==> src/rtl/mem_arbiter_pkg.sv <==
// Shared types and constants for the three-requester RAM arbiter.
package mem_arbiter_pkg;

  typedef enum logic [1:0] {
    ST_IDLE   = 2'd0,
    ST_ACCESS = 2'd1,
    ST_RESP   = 2'd2
  } state_t;

  localparam int REQ_CPU = 0;
  localparam int REQ_VID = 1;
  localparam int REQ_IO  = 2;

  localparam int RAM_DEPTH_DEF = 48;

  // Priority pointer after a grant: one past the winner, wrapping modulo 3.
  function automatic logic [1:0] ptr_after(input logic [2:0] win);
    logic [1:0] p;
    p = 2'd0;
    if (win[REQ_CPU]) p = 2'd1;
    else if (win[REQ_VID]) p = 2'd2;
    return p;
  endfunction

endpackage

==> src/rtl/mem_arbiter_rr_pick.sv <==
// Combinational 3-way round-robin picker: first set req at or above ptr, wrapping.
module rr_pick (
  input  logic [2:0] req,
  input  logic [1:0] ptr,
  output logic [2:0] win,
  output logic       vld
);

  always_comb begin
    win = 3'b000;
    case (ptr)
      2'd1: begin
        if (req[1]) win = 3'b010;
        else if (req[2]) win = 3'b100;
        else if (req[0]) win = 3'b001;
      end
      2'd2: begin
        if (req[2]) win = 3'b100;
        else if (req[0]) win = 3'b001;
        else if (req[1]) win = 3'b010;
      end
      default: begin
        if (req[0]) win = 3'b001;
        else if (req[1]) win = 3'b010;
        else if (req[2]) win = 3'b100;
      end
    endcase
    vld = |req;
  end

endmodule

==> src/rtl/mem_arbiter.sv <==
// Round-robin arbiter giving three requesters one-at-a-time access to a single RAM port.
// Writes take 2 cycles (IDLE, ACCESS); reads take 3 (IDLE, ACCESS, RESP).
module mem_arbiter
  import mem_arbiter_pkg::*;
#(
  parameter int WIDTH         = 16,
  parameter int RAM_ADDR_BITS = 16,
  parameter int RAM_DEPTH     = RAM_DEPTH_DEF
) (
  input  logic                     clk,
  input  logic                     rst,
  input  logic [2:0]               req,
  input  logic [2:0]               we,
  input  logic [RAM_ADDR_BITS-1:0] adr0,
  input  logic [RAM_ADDR_BITS-1:0] adr1,
  input  logic [RAM_ADDR_BITS-1:0] adr2,
  input  logic [WIDTH-1:0]         wdata0,
  input  logic [WIDTH-1:0]         wdata1,
  input  logic [WIDTH-1:0]         wdata2,
  output logic [2:0]               gnt,
  output logic [2:0]               rvalid,
  output logic [WIDTH-1:0]         rdata,
  output logic                     err,
  output logic                     mem_en,
  output logic                     mem_memwrite,
  output logic                     mem_memread,
  output logic [RAM_ADDR_BITS-1:0] mem_adr,
  output logic [WIDTH-1:0]         mem_writedata,
  input  logic [WIDTH-1:0]         mem_memdata
);

  localparam logic [RAM_ADDR_BITS:0] DEPTH_L = (RAM_ADDR_BITS+1)'(RAM_DEPTH);

  state_t                   state;
  logic [1:0]               ptr;
  logic [2:0]               win;
  logic                     win_vld;
  logic [2:0]               l_win;
  logic                     l_we;
  logic                     l_ok;
  logic                     sel_we;
  logic                     sel_ok;
  logic [RAM_ADDR_BITS-1:0] sel_adr;
  logic [WIDTH-1:0]         sel_wdata;

  rr_pick u_pick (
    .req (req),
    .ptr (ptr),
    .win (win),
    .vld (win_vld)
  );

  always_comb begin
    sel_we    = 1'b0;
    sel_adr   = '0;
    sel_wdata = '0;
    if (win[REQ_CPU]) begin
      sel_we = we[REQ_CPU]; sel_adr = adr0; sel_wdata = wdata0;
    end else if (win[REQ_VID]) begin
      sel_we = we[REQ_VID]; sel_adr = adr1; sel_wdata = wdata1;
    end else if (win[REQ_IO]) begin
      sel_we = we[REQ_IO];  sel_adr = adr2; sel_wdata = wdata2;
    end
    sel_ok = ({1'b0, sel_adr} < DEPTH_L);
  end

  // RAM data is registered on the ACCESS edge, so it is valid throughout RESP.
  assign rdata = (state == ST_RESP && l_ok) ? mem_memdata : '0;

  always_ff @(posedge clk or negedge rst) begin
    if (!rst) begin
      state         <= ST_IDLE;
      ptr           <= 2'd0;
      gnt           <= 3'b000;
      rvalid        <= 3'b000;
      err           <= 1'b0;
      mem_en        <= 1'b0;
      mem_memwrite  <= 1'b0;
      mem_memread   <= 1'b0;
      mem_adr       <= '0;
      mem_writedata <= '0;
      l_win         <= 3'b000;
      l_we          <= 1'b0;
      l_ok          <= 1'b0;
    end else begin
      gnt           <= 3'b000;
      rvalid        <= 3'b000;
      err           <= 1'b0;
      mem_en        <= 1'b0;
      mem_memwrite  <= 1'b0;
      mem_memread   <= 1'b0;
      mem_adr       <= '0;
      mem_writedata <= '0;
      case (state)
        ST_IDLE: begin
          if (win_vld) begin
            state         <= ST_ACCESS;
            gnt           <= win;
            mem_adr       <= sel_adr;
            mem_writedata <= sel_wdata;
            mem_en        <= sel_ok;
            mem_memwrite  <= sel_ok & sel_we;
            mem_memread   <= sel_ok & ~sel_we;
            err           <= ~sel_ok;
            l_win         <= win;
            l_we          <= sel_we;
            l_ok          <= sel_ok;
            ptr           <= ptr_after(win);
          end
        end
        ST_ACCESS: begin
          if (l_we) begin
            state <= ST_IDLE;
            l_win <= 3'b000;
            l_we  <= 1'b0;
            l_ok  <= 1'b0;
          end else begin
            state  <= ST_RESP;
            rvalid <= l_win;
          end
        end
        ST_RESP: begin
          state <= ST_IDLE;
          l_win <= 3'b000;
          l_we  <= 1'b0;
          l_ok  <= 1'b0;
        end
        default: state <= ST_IDLE;
      endcase
    end
  end

endmodule

==> config.mk <==
export PLATFORM = sky130hd
export DESIGN_NAME = mem_arbiter
export DESIGN_NICKNAME = d
export VERILOG_FILES = /design/src/rtl/mem_arbiter_pkg.sv /design/src/rtl/mem_arbiter_rr_pick.sv /design/src/rtl/mem_arbiter.sv
export SDC_FILE = /design/constraint.sdc
export NUM_CORES = 1
export LEC_CHECK = 0
export ABC_AREA = 1
export BUFFER_PORTS_ARGS = -buffer_cell sky130_fd_sc_hd__buf_2
export CAP_MARGIN = 25
export CORE_MARGIN = 1
export CORE_UTILIZATION = 40
export CTS_BUF_LIST = sky130_fd_sc_hd__clkbuf_4 sky130_fd_sc_hd__clkbuf_8
export DETAILED_ROUTE_END_ITERATION = 6
export HOLD_SLACK_MARGIN = 0.03
export PLACE_DENSITY_LB_ADDON = 0.05
export SLEW_MARGIN = 40
export SYNTH_ARGS = -nofsm -noshare
export SYNTH_HDL_FRONTEND = slang
export SYNTH_SLANG_ARGS = --single-unit
==> constraint.sdc <==
create_clock -name clk -period 1.97 [get_ports clk]
set_input_delay 0 -clock clk [delete_from_list [all_inputs] [get_ports clk]]
set_output_delay 0 -clock clk [all_outputs]
set_load 0.05 [all_outputs]
==> results.toml, run 1 <==
[setup_path]
end_kind = "flip-flop"
r2r-start = "ptr[0]"
crit_buf_inv = 3
rrSetupSlack_ps = -30
crit_slowest_cell = "dfrtp_1"
reg2regPathDepth = 15
crit_family = "simple AND/OR/NAND/NOR gates"
path_depth = 15
path_cells = "inv_2 -> ha_4 -> inv_4 -> nand2_2 -> nand3_2 -> nand2_4 -> buf_12 -> nand3b_1 -> nand3_1 -> nand2_1 -> nor2_1 -> nand2_1 -> nor2_4 -> nand3_2 -> nor2_1"
start_kind = "flip-flop"
critical_path_class = "flip-flop to flip-flop"
worstPathRequired_ps = 2200
cp_slowest_stage_delay_ps = 380
cp_max_fo = 8
rr_endpoint = "mem_memread"
worstPathArrival_ps = 2230

[routing]
dr.pass1.iters = 5
via_count = 3522
dr.first_iter.drc_count = 143
drc = 0
routed_wl_mm = 10.2
ant_nets = 0
routed_via_density = 4.91
wl_per_cell_um = 14.3

[logic_synthesis]
mappedNetlistArea_mm2 = 0.00286
synth_area_leaders = "dfrtp_1, nand2_1, nand3_1"
yosys_register_bits = 51
yosys.area.top_type = "dfrtp_1"
synthCells = 360
yosys_warnings = 0
ys_types = 29
synth_nets = 486
syn_area_per_cell_um2 = 7.95
synth_top_area_share_pct = 44.6
ys_seq_area_share_pct = 44.6

[power]
ir_worst_vdd_v = 0.000626
p_per_area_mw_per_mm2 = 1440
total_power_mw = 7.03
leakage_nw = 2.67

[floorplan]
rows = 30
core_mm2 = 0.00687
initial_core_util_pct = 41.7
die-area_mm2 = 0.00750
die_x_um = 86.6
boundaryPins = 178
die_h_um = 86.6

[clocking]
cts_buffer_depth = 2
cts_tree = "yes"
clockRootBuffer = "clkbuf_8"
clock_latency_ps = 300
cts-buffers-inserted = 5
ctsHtreeMaxLevel = 2
cts.sinks = 51
clk_pin_slew_ps = 100

[min_path]
hp-class = "input port to flip-flop"
holdPathStages = 4
hp-start = "adr0[12]"
hold_end = "mem_adr[12]"

[timing]
setup_viol = 3
fmax_mhz = 499
slew-limit-headroom_pct = 64.8
clock_skew_ps = 9.63
fin_crit_sh_pct = 102
finalCriticalPeriod_ps = 2000
finalHoldViolations = 0
worstMarginPinSlew_ps = 527
final.setup.worst_slack_ps = -32.1
holdWs_ps = 44.6
rsz0062_at_grt = "yes"
final_max_slew_viol_count = 0

[placement]
dp_hpwl_mm = 6.46
gp_congestion = 0.837
io_buffer_count = 177

[layout]
nets = 746
drive_gt1_share_pct = 41.1
final_util_pct = 71.1
synthToLayoutAreaGrowth_pct = 70.7
num-fill-cells = 555
antenna_cells = 0
layout_common_cells = "buf_2, dlygate4sd3_1, nand2_1"
mostFrequentLayoutCell = "buf_2"

[run_status]
violations = "setup timing"
status = "complete, but fails checks"

[flow_run]
max_cap_violations = 0

[global_route]
antenna_found_initial = 0
grt-ovfl-total = 0
grt_max_degree = 35
grt_pass1_vias = 3474
grt_pass1_wl_mm = 16.1
grt_usage_pct = 27.6
-- worst max path at each step --
stage	from	endpoint	slack [ps]
2_1_floorplan	ptr[0]	err	80
3_3_place_gp	ptr[0]	mem_memwrite	-30
3_5_place_dp	ptr[0]	mem_memread	-100
4_1_cts	ptr[0]	mem_memread	-40
5_1_grt	ptr[0]	mem_memwrite	-180
6_report	ptr[0]	mem_memread	-30
-- flip-flops by register name, indices dropped and copies added (netlist names), 2 cells and up --
signal,cells
mem_adr,16
mem_writedata,16
gnt,3
l_win,3
rvalid,3
ptr,2
state,2
-- metrics by stage --
step	setup slack [ps]	std cells	area, µm²	TNS, ps
floorplan	81.5	360	2860	0
global placement	-26.3	633	3970	-176
detailed placement	-98.5	633	3970	-1020
CTS	-38.4	714	4820	-72.9
global route	-182	717	4890	-946
finish	-32.1	717	4890	-59.0
-- routing by layer --
layer / up-vias / share of wire [%] / global-route usage [%]
li1: 1703 / - / -
met1: 1593 / 40 / 33.4
met2: 206 / 48 / 48.1
met3: 20 / 10 / 6.95
met4: 0 / 2.0 / 9.24
met5: - / 0 / 0
-- cell type report --
class                   count  area [µm²]  area share (%)
well taps                  96         120            2.46
flip-flops and latches     51        1280            26.1
inverters                  44         173            3.53
clock inverters             1        8.76           0.179
clock buffers               7        90.1            1.84
repair buffers            270        1840            37.6
multi-input cells         248        1380            28.2
-- where the power goes --
part | switching (mW) | internal, mW | leakage [nW]
Sequential | 0.122 | 1.44 | 0.681
Clock | 0.345 | 0.302 | 0.0519
Combinational | 3.23 | 1.58 | 1.94
Total | 3.70 | 3.33 | 2.67
-- synthesized netlist by cell type --
cell type and number:
buf_2 6, ha_1 6, o22ai_1 2, buf_8 1, nand2_2 8, buf_6 1
nand4_1 8, o21bai_1 1, a21oi_1 9, nor2_2 1, nor3_1 1, nand3b_1 6
o21a_1 1, nor2_4 1, or2_2 4, o21ai_2 2, nor2_1 37, a21oi_2 1
dfrtp_1 51, nand3_2 12, o21ai_0 26, inv_2 7, nand3_1 33, o211ai_1 1
nand2_1 64, clkbuf_1 10, nand2_4 3, a31oi_1 20, inv_1 37
-- worst register-to-register path, stage by stage, from the launching register on --
cell and delay (ps):
dfrtp_1 380, inv_2 60, ha_4 290, inv_4 40, nand2_2 50, nand3_2 90
nand2_4 120, buf_12 120, nand3b_1 70, nand3_1 110, nand2_1 60, nor2_1 90
nand2_1 100, nor2_4 140, nand3_2 90, nor2_1 120
-- repair_timing --
action                                  4_1_cts  5_1_grt
hold buffers                                 69        0
gates resized for setup                       6       11
gates cloned                                  1        0
hold endpoints to repair                     49        0
buffers inserted                              3        3
pin swaps                                     4        5
endpoints found under the setup margin       25       25
-- cells by family after synthesis --
group,count (synthesis),synth area share [%]
adder cells (fa/ha/maj),6,2.62
buffers and inverters,62,9.05
AO/OA/AOI/OAI,63,12.6
AND/OR/NAND/NOR,178,31.1
flip-flops,51,44.6
Power figures use the tool's default switching activity.
==> inputs of run 2 (changes only) <==
--- a/config.mk
+++ b/config.mk
@@ -14,6 +14,8 @@
 export DETAILED_ROUTE_END_ITERATION = 6
 export HOLD_SLACK_MARGIN = 0.03
 export PLACE_DENSITY_LB_ADDON = 0.05
+export RECOVER_POWER = 100
+export REMOVE_ABC_BUFFERS = 1
 export SLEW_MARGIN = 40
 export SYNTH_ARGS = -nofsm -noshare
 export SYNTH_HDL_FRONTEND = slang
==> run 2 against run 1 <==
The flow still finishes with violations (setup timing). Sequential power barely moved. First-iteration DRC count rose by 20%. Worst setup slack got worse by 23 ps. Combinational power rose by 2%. Die area did not move. Critical path type unchanged.
==> results.toml, run 2 (synthesis gave the netlist of run 1 again) <==
[timing]
worstMarginPinSlew_ps = 1270
final.setup.tns_ps = -148
rsz0062_at_grt = "yes"
clock_skew_ps = 11.2
fmax_mhz = 494
slew-limit-headroom_pct = 15.6
holdWs_ps = 46.3
setup_viol = 4
finalCriticalPeriod_ps = 2020
final.setup.worst_slack_ps = -54.7
fin_crit_sh_pct = 103
finalHoldViolations = 0
final_max_slew_viol_count = 0

[setup_path]
critical_path_class = "flip-flop to flip-flop"
cp_max_fo = 5
r2r-start = "ptr[1]"
worstPathRequired_ps = 2220
worstPathArrival_ps = 2270
crit_start = "ptr[1]"
start_kind = "flip-flop"
end_kind = "flip-flop"

[floorplan]
initial_core_util_pct = 41.7
die_x_um = 86.6
boundaryPins = 178
die-area_mm2 = 0.00750
rows = 30
core_mm2 = 0.00687
die_h_um = 86.6

[global_route]
grt_pass1_vias = 3544
antenna_found_initial = 0
grt_busiest_layer = "met2"
grt_use_met3_pct = 4.76
grt_use_met1_pct = 30.4
grt-ovfl-total = 0
grt.met2_usage_pct = 46.3
grt_max_degree = 52
grt_usage_pct = 27.0
grt_pass1_wl_mm = 15.7

[run_status]
violations = "setup timing"
status = "complete, but fails checks"

[layout]
mostFrequentLayoutCell = "buf_2"
nets = 756
num-fill-cells = 573
synthToLayoutAreaGrowth_pct = 71.6
antenna_cells = 0
top_regs = "mem_adr x16, mem_writedata x16"
layout_common_cells = "buf_2, dlygate4sd3_1, nand2_1"
drive_gt1_share_pct = 35.5

[min_path]
hp-class = "input port to flip-flop"
hp-start = "adr0[11]"

[placement]
gp_congestion = 0.846
dp_hpwl_mm = 6.18
io_buffer_count = 177

[clocking]
cts-buffers-inserted = 5
ctsHtreeMaxLevel = 2
cts_buffer_depth = 2
clk_pin_slew_ps = 100
clock_latency_ps = 310
cts_tree = "yes"
clockRootBuffer = "clkbuf_8"
cts.sinks = 51

[routing]
drc = 0
dr.pass1.iters = 5
via_count = 3601
ant_nets = 0
routed_wl_mm = 9.93
wl_per_cell_um = 13.7
routed_via_density = 4.95
dr.first_iter.drc_count = 172

[power]
leakage_nw = 2.54
total_power_mw = 7.10
p_per_area_mw_per_mm2 = 1450
ir_worst_vdd_v = 0.000743

[flow_run]
max_cap_violations = 0
[run 2: changes by cell type in the layout (fill, tap and decap cells not counted), sizes merged]
cell         change
clkinvlp         +1
clkbuf          +41
dlygate4sd3      +2
inv              +1
buf             -35
[run 2: metrics by stage]
stage | setup WS (ps) | utilization [%] | instances | cell area, µm²
floorplan | -217 | - | 342 | 2770
CTS | -31.1 | 71.7 | 726 | 4920
global route | -209 | 71.5 | 727 | 4910
finish | -54.7 | 71.5 | 727 | 4910
detailed placement | -89.2 | 58.7 | 641 | 4030
global placement | -24.4 | 58.7 | 641 | 4030
[run 2: routing by layer]
layer  vias up  routed length (µm)
met2       212                4820
met1      1609                3850
li1       1724                   -
met5         -                   0
met4         0                 542
met3        56                 717
[run 2: cell type report]
class / instances / area, µm² / share of cell area [%]
clock buffers: 5 / 68.8 / 1.40
well taps: 96 / 120 / 2.44
multi-input cells: 248 / 1390 / 28.4
clock inverters: 3 / 23.8 / 0.484
flip-flops and latches: 51 / 1280 / 26.0
repair buffers: 280 / 1860 / 37.8
inverters: 44 / 175 / 3.57
[run 2: worst paths after layout]
path                            slack, ps      endpoint  cells after the start
min in group asynchronous             580    mem_adr[1]                      3
worst min register to register        500          l_ok                      2
max in group asynchronous             620      l_win[2]                      3
worst min-delay path                   50   mem_adr[11]                      4
worst max register to register        -50  mem_memwrite                     14
worst max-delay path                  -50  mem_memwrite                     14
[run 2: critical path, stage by stage, from the launching register on]
cell and delay (ps):
dfrtp_1 420, ha_4 310, inv_4 50, nand2_2 50, nand3_2 90, nand2_4 130
buf_12 120, nand3_1 70, nand3_2 110, nand2_1 50, nor2_1 110, nand2_1 110
nor2_4 140, nand3_2 90, nor2_1 110
[run 2: report_power, final]
group / total, mW / switching (mW) / internal [mW]
logic: 4.91 / 3.28 / 1.62
registers: 1.57 / 0.132 / 1.44
clock network: 0.623 / 0.366 / 0.257
[run 2: repair_timing]
| item | in CTS | in global routing |
|---|---|---|
| resized for setup | 10 | 13 |
| hold buffers | 71 | 0 |
| cloned | 1 | 0 |
| endpoints found under the setup margin | 22 | 23 |
| endpoints found under the hold margin | 81 | 0 |
| setup buffers | 5 | 1 |
| pin swaps | 5 | 15 |
==> inputs of run 3 (changes only) <==
==> constraint.sdc (replaced) <==
create_clock -name clk -period 1.97 [get_ports clk]
set_input_delay 0.2955 -clock clk [delete_from_list [all_inputs] [get_ports clk]]
set_output_delay 0.2955 -clock clk [all_outputs]
set_load 0.05 [all_outputs]
==> run 3 against run 2 <==
The run still ends with setup timing left. Global-route usage shrank 4.5 points. Total power shrank 1.0%. Hold slack gained 190 ps. Die area is the same. Non-clock buffer count shrank 72. Critical path type unchanged. Critical endpoint unchanged. Largest power group unchanged.
==> results.toml, run 3 (synthesis gave the netlist of run 1 again) <==
[run_status]
status = "complete, but fails checks"
violations = "setup timing"

[layout]
num-fill-cells = 665
layout_common_cells = "buf_2, nand2_1, dfrtp_1"
antenna_cells = 0
synthToLayoutAreaGrowth_pct = 48.5
top_regs = "mem_adr x16, mem_writedata x16"
drive_gt1_share_pct = 40.4
nets = 685
mostFrequentLayoutCell = "buf_2"
finalInstanceArea_mm2 = 0.00425

[min_path]
holdPathStages = 3
hp-class = "input port to flip-flop"

[timing]
holdWs_ps = 233
finalCriticalPeriod_ps = 2000
worstMarginPinSlew_ps = 670
fmax_mhz = 500
final.setup.worst_slack_ps = -29.8
final_max_slew_viol_count = 0
rsz0062_at_grt = "yes"
fin_crit_sh_pct = 102
clock_skew_ps = 9.26
setup_viol = 2
finalHoldViolations = 0
slew-limit-headroom_pct = 55.5

[power]
ir_worst_vdd_v = 0.000740
leakage_nw = 2.26
p_per_area_mw_per_mm2 = 1650

[placement]
post_dp_cell_area_mm2 = 0.00399
gp_congestion = 0.878
dp_hpwl_mm = 6.38
place_ws_ps = -96.4
io_buffer_count = 177

[global_route]
grt_pass1_vias = 2965
grt-ovfl-total = 0
antenna_found_initial = 0
grt_max_degree = 24
grt_usage_pct = 22.4
grt_pass1_wl_mm = 13.2

[clocking]
clk_pin_slew_ps = 90
clock_latency_ps = 310
cts_tree = "yes"
cts-buffers-inserted = 5
clockRootBuffer = "clkbuf_8"
ctsHtreeMaxLevel = 2
cts.sinks = 51
cts_buffer_depth = 2

[setup_path]
cp_max_fo = 8
critical_path_class = "flip-flop to flip-flop"
start_kind = "flip-flop"
worstPathRequired_ps = 2210
reg2regPathDepth = 14
end_kind = "flip-flop"
worstPathArrival_ps = 2240

[routing]
routed_via_density = 4.83
routed_wl_mm = 8.33
dr.first_iter.drc_count = 81
drc = 0
via_count = 3170
wl_per_cell_um = 12.7
dr.pass1.iters = 4
ant_nets = 0

[floorplan]
die_x_um = 86.6
die-area_mm2 = 0.00750
rows = 30
die_h_um = 86.6
initial_core_util_pct = 41.7
boundaryPins = 178
core_mm2 = 0.00687

[flow_run]
max_cap_violations = 0
[run 3: layout make-up]
class	instances	area, µm²	share of cell area [%]
Tap cell	96	120	2.83
Timing Repair Buffer	208	1100	25.8
Multi-Input combinational cell	249	1470	34.6
Clock inverter	3	43.8	1.03
Clock buffer	5	68.8	1.62
Sequential cell	51	1280	30.0
Inverter	44	175	4.12
[run 3: where the power goes]
part           internal, mW  switching (mW)  leakage (nW)
logic                  1.46            3.27          1.52
registers              1.44           0.128         0.681
clock network         0.379           0.352        0.0581
[run 3: critical path, cell delays in order, from the launching register on]
cell and delay (ps):
dfrtp_1 420, ha_4 330, inv_6 60, nand2_4 60, nand3_4 100, nand2_4 110, nand2_4 90, buf_12 160
nand3_2 70, nand3_2 60, nand2_2 70, nand2_2 60, nor2_4 130, nand3_2 100, nor2_1 110
[run 3: routing by layer]
layer  GRT usage [%]  part of all wire (%)  wire length, µm
met5               0                     0                0
met4            7.12                   1.9              160
met3            4.29                   6.8              564
met2            40.2                    48             4040
met1            27.1                    43             3560
[run 3: stage by stage]
stage	std cells	total power [mW]	utilization, %	TNS (ps)
after global placement	640	5.93	58.1	-253
after floorplan	342	4.57	-	-981
final	656	7.03	61.9	-41.4
after detailed placement	640	5.98	58.1	-748
after CTS	654	7.04	61.9	-28.7
after global routing	656	7.54	61.9	-950
[run 3: final timing paths]
check                         from           endpoint  slack, ps
max                         ptr[1]       mem_memwrite        -30
min                        adr1[2]         mem_adr[2]        230
min in group asynchronous      rst  mem_writedata[12]        510
min reg2reg                   l_ok               l_ok        500
max in group asynchronous      rst             gnt[2]        460
max reg2reg                 ptr[1]       mem_memwrite        -30
[run 3: repair_timing]
item	CTS	global route
pin swaps	6	7
resized for setup	22	11
setup endpoints to repair	38	23
hold endpoints to repair	10	0
setup buffers	3	2
hold buffers	1	0
gates cloned	2	0
